`config.mk`:
```
export PLATFORM = sky130hd
export DESIGN_NAME = ccff_loader
export DESIGN_NICKNAME = d
export VERILOG_FILES = /design/src/rtl/ccff_loader_pkg.sv /design/src/rtl/ccff_stall_timer.sv /design/src/rtl/ccff_loader.sv
export SDC_FILE = /design/constraint.sdc
export NUM_CORES = 1
export LEC_CHECK = 0
export ABC_AREA = 1
export ABC_CLOCK_PERIOD_IN_PS = 1450
export CORE_MARGIN = 2
export CORE_UTILIZATION = 41
export CTS_BUF_LIST = sky130_fd_sc_hd__clkbuf_8
export DETAILED_ROUTE_END_ITERATION = 7
export GPL_ROUTABILITY_DRIVEN = 0
export PLACE_DENSITY = 0.72
export SLEW_MARGIN = 0
export SYNTH_ARGS = -nofsm -noshare
export SYNTH_HDL_FRONTEND = slang
export SYNTH_SLANG_ARGS = --single-unit
```
`constraint.sdc`:
```
create_clock -name clk -period 1.45 [get_ports clk]
set_input_delay 0.145 -clock clk [delete_from_list [all_inputs] [get_ports clk]]
set_output_delay 0.145 -clock clk [all_outputs]
set_load 0.02 [all_outputs]
```
`src/rtl/ccff_loader_pkg.sv`:
```
// Shared types, default sizes and width helper for the configuration-chain loader.
package ccff_loader_pkg;

  localparam int unsigned NumChainsDef = 10;
  localparam int unsigned ChainLenDef  = 4096;
  localparam int unsigned SettleCycDef = 4;
  localparam int unsigned StallMaxDef  = 1024;

  typedef enum logic [2:0] {
    StIdle,
    StLoadLo,
    StLoadHi,
    StSettle,
    StDone,
    StError
  } ccff_state_e;

  // Bits needed to hold the values 0..max_val inclusive.
  function automatic int unsigned cnt_width(input int unsigned max_val);
    return (max_val < 1) ? 1 : $clog2(max_val + 1);
  endfunction

endpackage

```
`src/rtl/ccff_stall_timer.sv`:
```
// Saturating up-counter with clear and enable. expired_o flags the enabled cycle on
// which the count reaches TERMINAL, so the caller can act on that same edge.
module ccff_stall_timer
  import ccff_loader_pkg::*;
#(
  parameter int unsigned TERMINAL = 4
) (
  input  logic clk_i,
  input  logic rst_ni,
  input  logic clr_i,
  input  logic en_i,
  output logic expired_o
);

  localparam int unsigned CntW = cnt_width(TERMINAL);

  logic [CntW-1:0] cnt_q, cnt_d;

  // Next count: clear wins, otherwise count up and hold at TERMINAL.
  always_comb begin
    cnt_d = cnt_q;
    if (clr_i) begin
      cnt_d = '0;
    end else if (en_i && (cnt_q != CntW'(TERMINAL))) begin
      cnt_d = cnt_q + CntW'(1);
    end
  end

  // Count register.
  always_ff @(posedge clk_i or negedge rst_ni) begin
    if (!rst_ni) begin
      cnt_q <= '0;
    end else begin
      cnt_q <= cnt_d;
    end
  end

  assign expired_o = en_i && !clr_i && (cnt_q == CntW'(TERMINAL - 1));

endmodule

```
`src/rtl/ccff_loader.sv`:
```
// Streams a bitstream into the parallel configuration chains, generating prog_clock
// at clk/2 and sequencing config_enable / CFG_DONE. All outputs are registered.
module ccff_loader
  import ccff_loader_pkg::*;
#(
  parameter int unsigned NUM_CHAINS = NumChainsDef,
  parameter int unsigned CHAIN_LEN  = ChainLenDef,
  parameter int unsigned SETTLE_CYC = SettleCycDef,
  parameter int unsigned STALL_MAX  = StallMaxDef
) (
  input  logic                                clk,
  input  logic                                global_reset,
  input  logic                                start,
  input  logic [NUM_CHAINS-1:0]               bs_data,
  input  logic                                bs_valid,
  output logic                                bs_ready,
  output logic [NUM_CHAINS-1:0]               ccff_head,
  output logic                                prog_clock,
  output logic                                config_enable,
  output logic                                CFG_DONE,
  output logic                                busy,
  output logic                                error,
  output logic [cnt_width(CHAIN_LEN)-1:0]     beat_count
);

  localparam int unsigned BcW = cnt_width(CHAIN_LEN);

  ccff_state_e           state_q;
  logic                  bs_ready_q, prog_clock_q, config_enable_q, cfg_done_q;
  logic                  busy_q, error_q;
  logic [NUM_CHAINS-1:0] ccff_head_q;
  logic [BcW-1:0]        beat_count_q;
  logic                  stall_expired, settle_expired;

  // Stall timer only runs on LOAD_LO cycles without a beat; anything else resets it.
  ccff_stall_timer #(
    .TERMINAL (STALL_MAX)
  ) u_stall_timer (
    .clk_i     (clk),
    .rst_ni    (global_reset),
    .clr_i     ((state_q != StLoadLo) || bs_valid),
    .en_i      ((state_q == StLoadLo) && !bs_valid),
    .expired_o (stall_expired)
  );

  ccff_stall_timer #(
    .TERMINAL (SETTLE_CYC)
  ) u_settle_timer (
    .clk_i     (clk),
    .rst_ni    (global_reset),
    .clr_i     (state_q != StSettle),
    .en_i      (state_q == StSettle),
    .expired_o (settle_expired)
  );

  // Load sequencer; every output is updated on the transition that enters its state.
  always_ff @(posedge clk or negedge global_reset) begin
    if (!global_reset) begin
      state_q         <= StIdle;
      bs_ready_q      <= 1'b0;
      prog_clock_q    <= 1'b0;
      config_enable_q <= 1'b0;
      cfg_done_q      <= 1'b0;
      busy_q          <= 1'b0;
      error_q         <= 1'b0;
      ccff_head_q     <= '0;
      beat_count_q    <= '0;
    end else begin
      unique case (state_q)
        StIdle, StDone, StError: begin
          if (start) begin
            state_q         <= StLoadLo;
            beat_count_q    <= '0;
            config_enable_q <= 1'b1;
            cfg_done_q      <= 1'b0;
            error_q         <= 1'b0;
            bs_ready_q      <= 1'b1;
            busy_q          <= 1'b1;
          end
        end
        StLoadLo: begin
          // bs_ready is high throughout LOAD_LO, so bs_valid alone is the handshake.
          if (bs_valid) begin
            state_q      <= StLoadHi;
            ccff_head_q  <= bs_data;
            prog_clock_q <= 1'b1;
            bs_ready_q   <= 1'b0;
          end else if (stall_expired) begin
            state_q         <= StError;
            error_q         <= 1'b1;
            config_enable_q <= 1'b0;
            bs_ready_q      <= 1'b0;
            busy_q          <= 1'b0;
          end
        end
        StLoadHi: begin
          prog_clock_q <= 1'b0;
          if (beat_count_q < BcW'(CHAIN_LEN)) begin
            beat_count_q <= beat_count_q + BcW'(1);
          end
          if (beat_count_q == BcW'(CHAIN_LEN - 1)) begin
            state_q         <= StSettle;
            config_enable_q <= 1'b0;
          end else begin
            state_q    <= StLoadLo;
            bs_ready_q <= 1'b1;
          end
        end
        StSettle: begin
          if (settle_expired) begin
            state_q    <= StDone;
            cfg_done_q <= 1'b1;
            busy_q     <= 1'b0;
          end
        end
        default: state_q <= StIdle;
      endcase
    end
  end

  assign bs_ready      = bs_ready_q;
  assign prog_clock    = prog_clock_q;
  assign config_enable = config_enable_q;
  assign CFG_DONE      = cfg_done_q;
  assign busy          = busy_q;
  assign error         = error_q;
  assign ccff_head     = ccff_head_q;
  assign beat_count    = beat_count_q;

endmodule
```
Word-level counts from Yosys, hierarchy flattened
Index checks and enable logic that the tools add are counted.
{"block": "totals", "ramBits": 0, "romBits": 0, "ff_bits": 46, "latchBits": 0, "mem_count": 0}
{"block": "op_classes", "bitwise": 0, "div": 0, "mul": 0, "n_addsub": 3, "n_eq_ne": 21, "shift": 0, "n_reduce_logical": 30, "magnitude_cmp": 1, "mux": 31}
{"cell": "$mux W13", "n": 2}
{"cell": "$pmux W13 S2", "n": 1}
{"cell": "$mux W11", "n": 2}
{"cell": "$mux W3", "n": 6}
{"cell": "$ne A2 B2 Y1 const B", "n": 8}
{"cell": "$add A13 B1 Y13 const B", "n": 1}
{"cell": "$eq A13 B12 Y1 const B", "n": 1}
{"cell": "$lt A13 B13 Y1 const B", "n": 1}
{"cell": "$mux W1", "n": 12}
{"cell": "$pmux W3 S4", "n": 1}
{"cell": "$reduce_bool A2 Y1", "n": 6}
{"cell": "$add A11 B1 Y11 const B", "n": 1}
{"cell": "$eq A11 B10 Y1 const B", "n": 1}
{"cell": "$ne A11 B11 Y1 const B", "n": 1}
{"cell": "$reduce_and A5 Y1", "n": 2}
{"cell": "$eq A3 B2 Y1 const B", "n": 3}
{"cell": "$pmux W1 S3", "n": 3}
{"cell": "$reduce_and A3 Y1", "n": 3}
{"cell": "$reduce_and A4 Y1", "n": 2}
{"cell": "$logic_and A1 B1 Y1", "n": 7}
{"cell": "$eq A3 B3 Y1 const B", "n": 2}
{"cell": "$ne A3 B3 Y1 const B", "n": 2}
{"cell": "$pmux W1 S2", "n": 3}
{"cell": "$reduce_bool A3 Y1", "n": 2}
{"cell": "other kinds (10)", "n": 13}

Logic depth before layout (Yosys ltp)
Gate-level depths: netlist (run 1).
{"block": "logic_depth", "word_depth": 8, "depth_mapped": 10, "depth_no_buf": 10}

Cells and area by module
Synthesis (run 1) repeated with hierarchy kept, for this count alone.
{"block": "hier_totals", "cells_unflattened": 314, "area_unflattened_um2": 2483.6}
{"module": "ccff_loader", "n_inst": 1, "area_each_um2": 1582.8, "cells_each": 190}
{"module": "ccff_stall_timer at u_stall_timer", "n_inst": 1, "area_each_um2": 704.4, "cells_each": 100}
{"module": "ccff_stall_timer at u_settle_timer", "n_inst": 1, "area_each_um2": 196.4, "cells_each": 24}

Worst setup path before layout (run 1)
No wires, ideal clock.
{"block": "synth_timing", "path_kind": "register -> register", "from": "register beat_count_q[0] (netlist: beat_count[0])", "to": "register config_enable_q (netlist: config_enable)", "setup_ps": 119, "setup_slack_ps": -49, "t_arrival_ps": 1379, "stages_incl_launch_ff": 9, "cell_sequence": "dfrtp_1 ha_1 nand3_1 nor2_1 nand2_1 nand2_1 nand3_1 nand2_1 nand2_1"}
{"block": "synth_between", "elab_chain_len": 3}
{"item": "from (decl)", "line": "ccff_loader.sv:32", "rtl": "logic [BcW-1:0] beat_count_q;"}
{"item": "from (signal assigned)", "line": "ccff_loader.sv:99", "rtl": "beat_count_q <= beat_count_q + BcW'(1);"}
{"item": "$eq A13 B12 Y1", "line": "ccff_loader.sv:101", "rtl": "if (beat_count_q == BcW'(CHAIN_LEN - 1)) begin"}
{"item": "$ne A2 B2 Y1 (no line)"}
{"item": "$reduce_and A5 Y1 (no line)"}
{"item": "to (signal assigned)", "line": "ccff_loader.sv:74", "rtl": "config_enable_q <= 1'b1;"}
{"item": "to (signal assigned)", "line": "ccff_loader.sv:91", "rtl": "config_enable_q <= 1'b0;"}
{"item": "to (signal assigned)", "line": "ccff_loader.sv:103", "rtl": "config_enable_q <= 1'b0;"}
{"item": "to (decl)", "line": "ccff_loader.sv:29", "rtl": "logic bs_ready_q, prog_clock_q, config_enable_q, cfg_done_q;"}
No other way between the ends.
A chain may end at the register's enable or synchronous reset.

Final worst setup path (run 1)
{"block": "layout_timing", "from": "register ccff_head_q[8] (netlist: ccff_head[8])", "to": "output port ccff_head[8]"}
{"item": "from (decl)", "line": "ccff_loader.sv:31", "rtl": "logic [NUM_CHAINS-1:0] ccff_head_q;"}
{"item": "from (signal assigned)", "line": "ccff_loader.sv:85", "rtl": "ccff_head_q <= bs_data;"}
{"item": "to (decl)", "line": "ccff_loader.sv:17", "rtl": "output logic [NUM_CHAINS-1:0] ccff_head,"}
No word-level cell between the ends.

==> metrics.md, run 1 <==
| Metric | Value |
|---|---|
| Seq/Total Area, Yosys | 46.7% |
| Drt first pass iters | 4 |
| DR vias/cell | 4.98 |
| Clk network pwr share | 15.0% |
| CTS root buf | clkbuf_8 |
| Internal power | 2940 uW |
| Max stage delay on crit path | 0.61 ns |
| Max-cap violation count | 0 |
| Reg2reg setup slack | 0.07 ns |
| Mapped Cells | 293 |
| Top delay family on crit path | buffers and inverters |
| Pwr/cell area | 1480 nW/um2 |
| Pins Over Slew Limit | 0 |
| CP Max Fanout | 2 |
| Synth area leader | dfrtp_1 |
| Arrival time worst endpoint | 1.26 ns |
| CP max stage cell | clkdlybuf4s50_1 |
| GRT Util Overall | 18.2% |
| Mapped cell area | 2460 um2 |
| Post-route worst setup slack | 0.0497 ns |
| Cell leakage power | 0.00164 uW |
| Synth top area cells | dfrtp_1 (47%), nand2_1 (11%), nand3_1 (5.3%) |
| Io pins | 43 |
| Yosys warning count | 0 |
| Layout Cells excl Fill | 440 |
| Height of the die | 81.5 um |
| Sw Ratio | 40.3% |
| Clock transition at the registers of the reported paths | 0.08 ns |
| Gate power share | 49.6% |
| First-pass GRT wire length | 9.28 mm |
| Overflow after GRT | 0 |
| CP Cell Sequence | clkdlybuf4s50_1 |
| CP bufs+invs | 1 |
| CP Data Required Time | 1.31 ns |
| Yosys top cell area share | 46.7% |
| Relative slew slack | 78.6% |
| Post-DRT Antenna Nets | 0 |
| CTS H-tree lvls | 2 |
| Clock latency on the worst-skew pair | 0.29 ns |
| Fin nets | 384 |
| Placed cell count | 427 |
| Core Box Area | 5850 um2 |
| Flops & latches, synth | 46 |
| DRT iter0 DRCs | 114 |
| Netlist cell types | 33 |
| Post-Place Setup Slack | 0.00756 ns |
| Area delta synth->final | 35.2% |
| Final hold viol count | 0 |
| Initial core utilization | 42.1% |
| Slew of the pin with the lowest slew margin | 0.320 ns |
| Psw | 1980 uW |
| Routed WL | 5.48 mm |
| Mapped Nets | 313 |
| Initial antenna violation count | 0 |
| Hold Crit Class | primary input to async pin |
| Clock tree buffer depth | 2 |
| WL per Instance | 12.5 um |
| Num CTS Buffers | 5 |
| Rows | 28 |
| Status | finished clean |
| Part of the cycle the worst path needs | 96.6% |
| Setup Viol. Count Final | 0 |
| Die footprint | 6640 um2 |
| Mean Syn Cell Area | 8.40 um2 |
| Fraction of layout cells with a size suffix above 1 | 22.7% |
| Top achievable clock speed | 714 MHz |
| Die span in x | 81.5 um |
| Minimum clock period | 1.40 ns |
| DRC | 0 |
| Layout Skew | 0.00563 ns |
| Maximum VDD drop | 0.000647 V |
| Critical path class | flop to output pin |
| Fillers | 530 |
| Critical path startpoint category | flop |
| Dpl hpwl | 4.08 mm |
| Inserted Diodes | 0 |
| TritonCTS clock tree | built |
| Largest net degree at the start of global routing | 47 |
| Sequential Power Share | 35.4% |
| Port Buf Inserts | 42 |
| Critical Path End Type | output pin |
| Sink Count | 46 |
| Vias post-DR | 2193 |
| Vias in the first global route | 2139 |
==> placed cells by master, fill, tap and decap left out, drive strengths merged <==
cell type | netlist | layout
xor2 | 1 | 1
mux2 | 10 | 10
clkinvlp | 0 | 1
nor2 | 28 | 28
dlygate4sd3 | 0 | 1
o211ai | 1 | 1
or2 | 4 | 4
o31ai | 1 | 1
clkdlybuf4s50 | 0 | 18
buf | 5 | 27
inv | 33 | 35
dfrtp | 46 | 46
a21oi | 9 | 9
nand2 | 80 | 80
o21bai | 3 | 3
nand3 | 26 | 26
nand3b | 1 | 1
o2111ai | 1 | 1
o21ai | 21 | 21
dlymetal6s2s | 0 | 10
ha | 6 | 6
a211oi | 1 | 1
clkbuf | 0 | 5
nand4 | 8 | 8
a31oi | 1 | 1
nor3 | 7 | 7
dlygate4sd2 | 0 | 13
==> timing repair <==
item	CTS	global route
hold buffers	1	0
setup buffers	0	4
setup endpoints to repair	13	36
hold endpoints to repair	46	0
gates resized for setup	13	31
pin swaps	0	4
==> power groups by stage <==
stage               Sequential (uW)  Combinational (uW)  Clock, uW
finish                         1740                2450        739
detailed placement             1760                2330          0
CTS                            1740                2330        774
floorplan                      2020                1210          0
global placement               1750                2290          0
global route                   1780                2660        829
==> layer usage <==
layer / track usage, % / part of all wire, % / vias up
met5: 0 / 0 / -
met4: 7.46 / 1.4 / 0
met3: 3.85 / 3.6 / 7
met2: 32.1 / 52 / 41
met1: 21.3 / 43 / 1039
li1: - / - / 1106
==> cells in the mapped netlist (all sizes together) <==
cell type   n
nor3        7
nand4       8
nor2       28
o31ai       1
dfrtp      46
nand3b      1
o21ai      21
a21oi       9
buf         5
a31oi       1
inv        33
nand3      26
ha          6
nand2      80
or2         4
mux2       10
o21bai      3
o2111ai     1
o211ai      1
xor2        1
a211oi      1
==> flip-flops by register name, indices dropped and copies added, names as in the netlist <==
name and flops:
config_enable 1, prog_clock 1, busy 1, ccff_head 10
CFG_DONE 1, state_q 3, u_settle_timer.cnt_q 3, beat_count 13
u_stall_timer.cnt_q 11, error 1, bs_ready 1
==> cell families after synthesis <==
| kind of cell | Yosys count | share of synthesized area [%] |
|---|---|---|
| AO/OA/AOI/OAI | 38 | 9.91 |
| multiplexers | 10 | 4.57 |
| buffers and inverters | 38 | 7.01 |
| XOR/XNOR | 1 | 0.356 |
| flip-flops | 46 | 46.7 |
| AND/OR/NAND/NOR | 154 | 28.4 |
| adder cells (fa/ha/maj) | 6 | 3.05 |
==> per-stage QoR <==
step / total power (uW) / hold slack [ns] / utilization (%) / setup TNS (ns) / area [um2]
after CTS: 4840 / 0.359 / 54.6 / 0 / 3200
after detailed placement: 4090 / 0.146 / 53.3 / 0 / 3120
after global placement: 4040 / 0.149 / 53.3 / 0 / 3120
after floorplan: 3230 / -0.151 / - / 0 / 2460
final: 4930 / 0.349 / 56.9 / 0 / 3330
after global routing: 5270 / 0.383 / 56.9 / -0.0219 / 3330
==> final cells by class <==
type                       count  area, um2  share of cell area (%)
multi-input combinational    209       1190                    35.7
clock inverter                 3       15.0                   0.451
clock buffer                   5       68.8                    2.07
sequential                    46       1160                    34.7
tap                           75       93.8                    2.82
inverter                      33        131                    3.95
timing repair buffer          69        674                    20.3
==> worst paths after layout <==
kind	from	to	cells after the start
max in group asynchronous	global_reset	state_q[0]	3
max	ccff_head[8]	ccff_head[8]	1
max reg2reg	state_q[1]	ccff_head[2]	5
min reg2reg	busy	busy	2
min	global_reset	beat_count[5]	3
min in group clk	bs_data[8]	ccff_head[8]	2
Note: power is estimated with default switching activity, not from simulation.
==> run 2: changes to the inputs <==
Settings changed: HOLD_SLACK_MARGIN from default to 0.03.
==> results of run 2 <==
Final layout, timing and power as in run 1 (identical DEF).
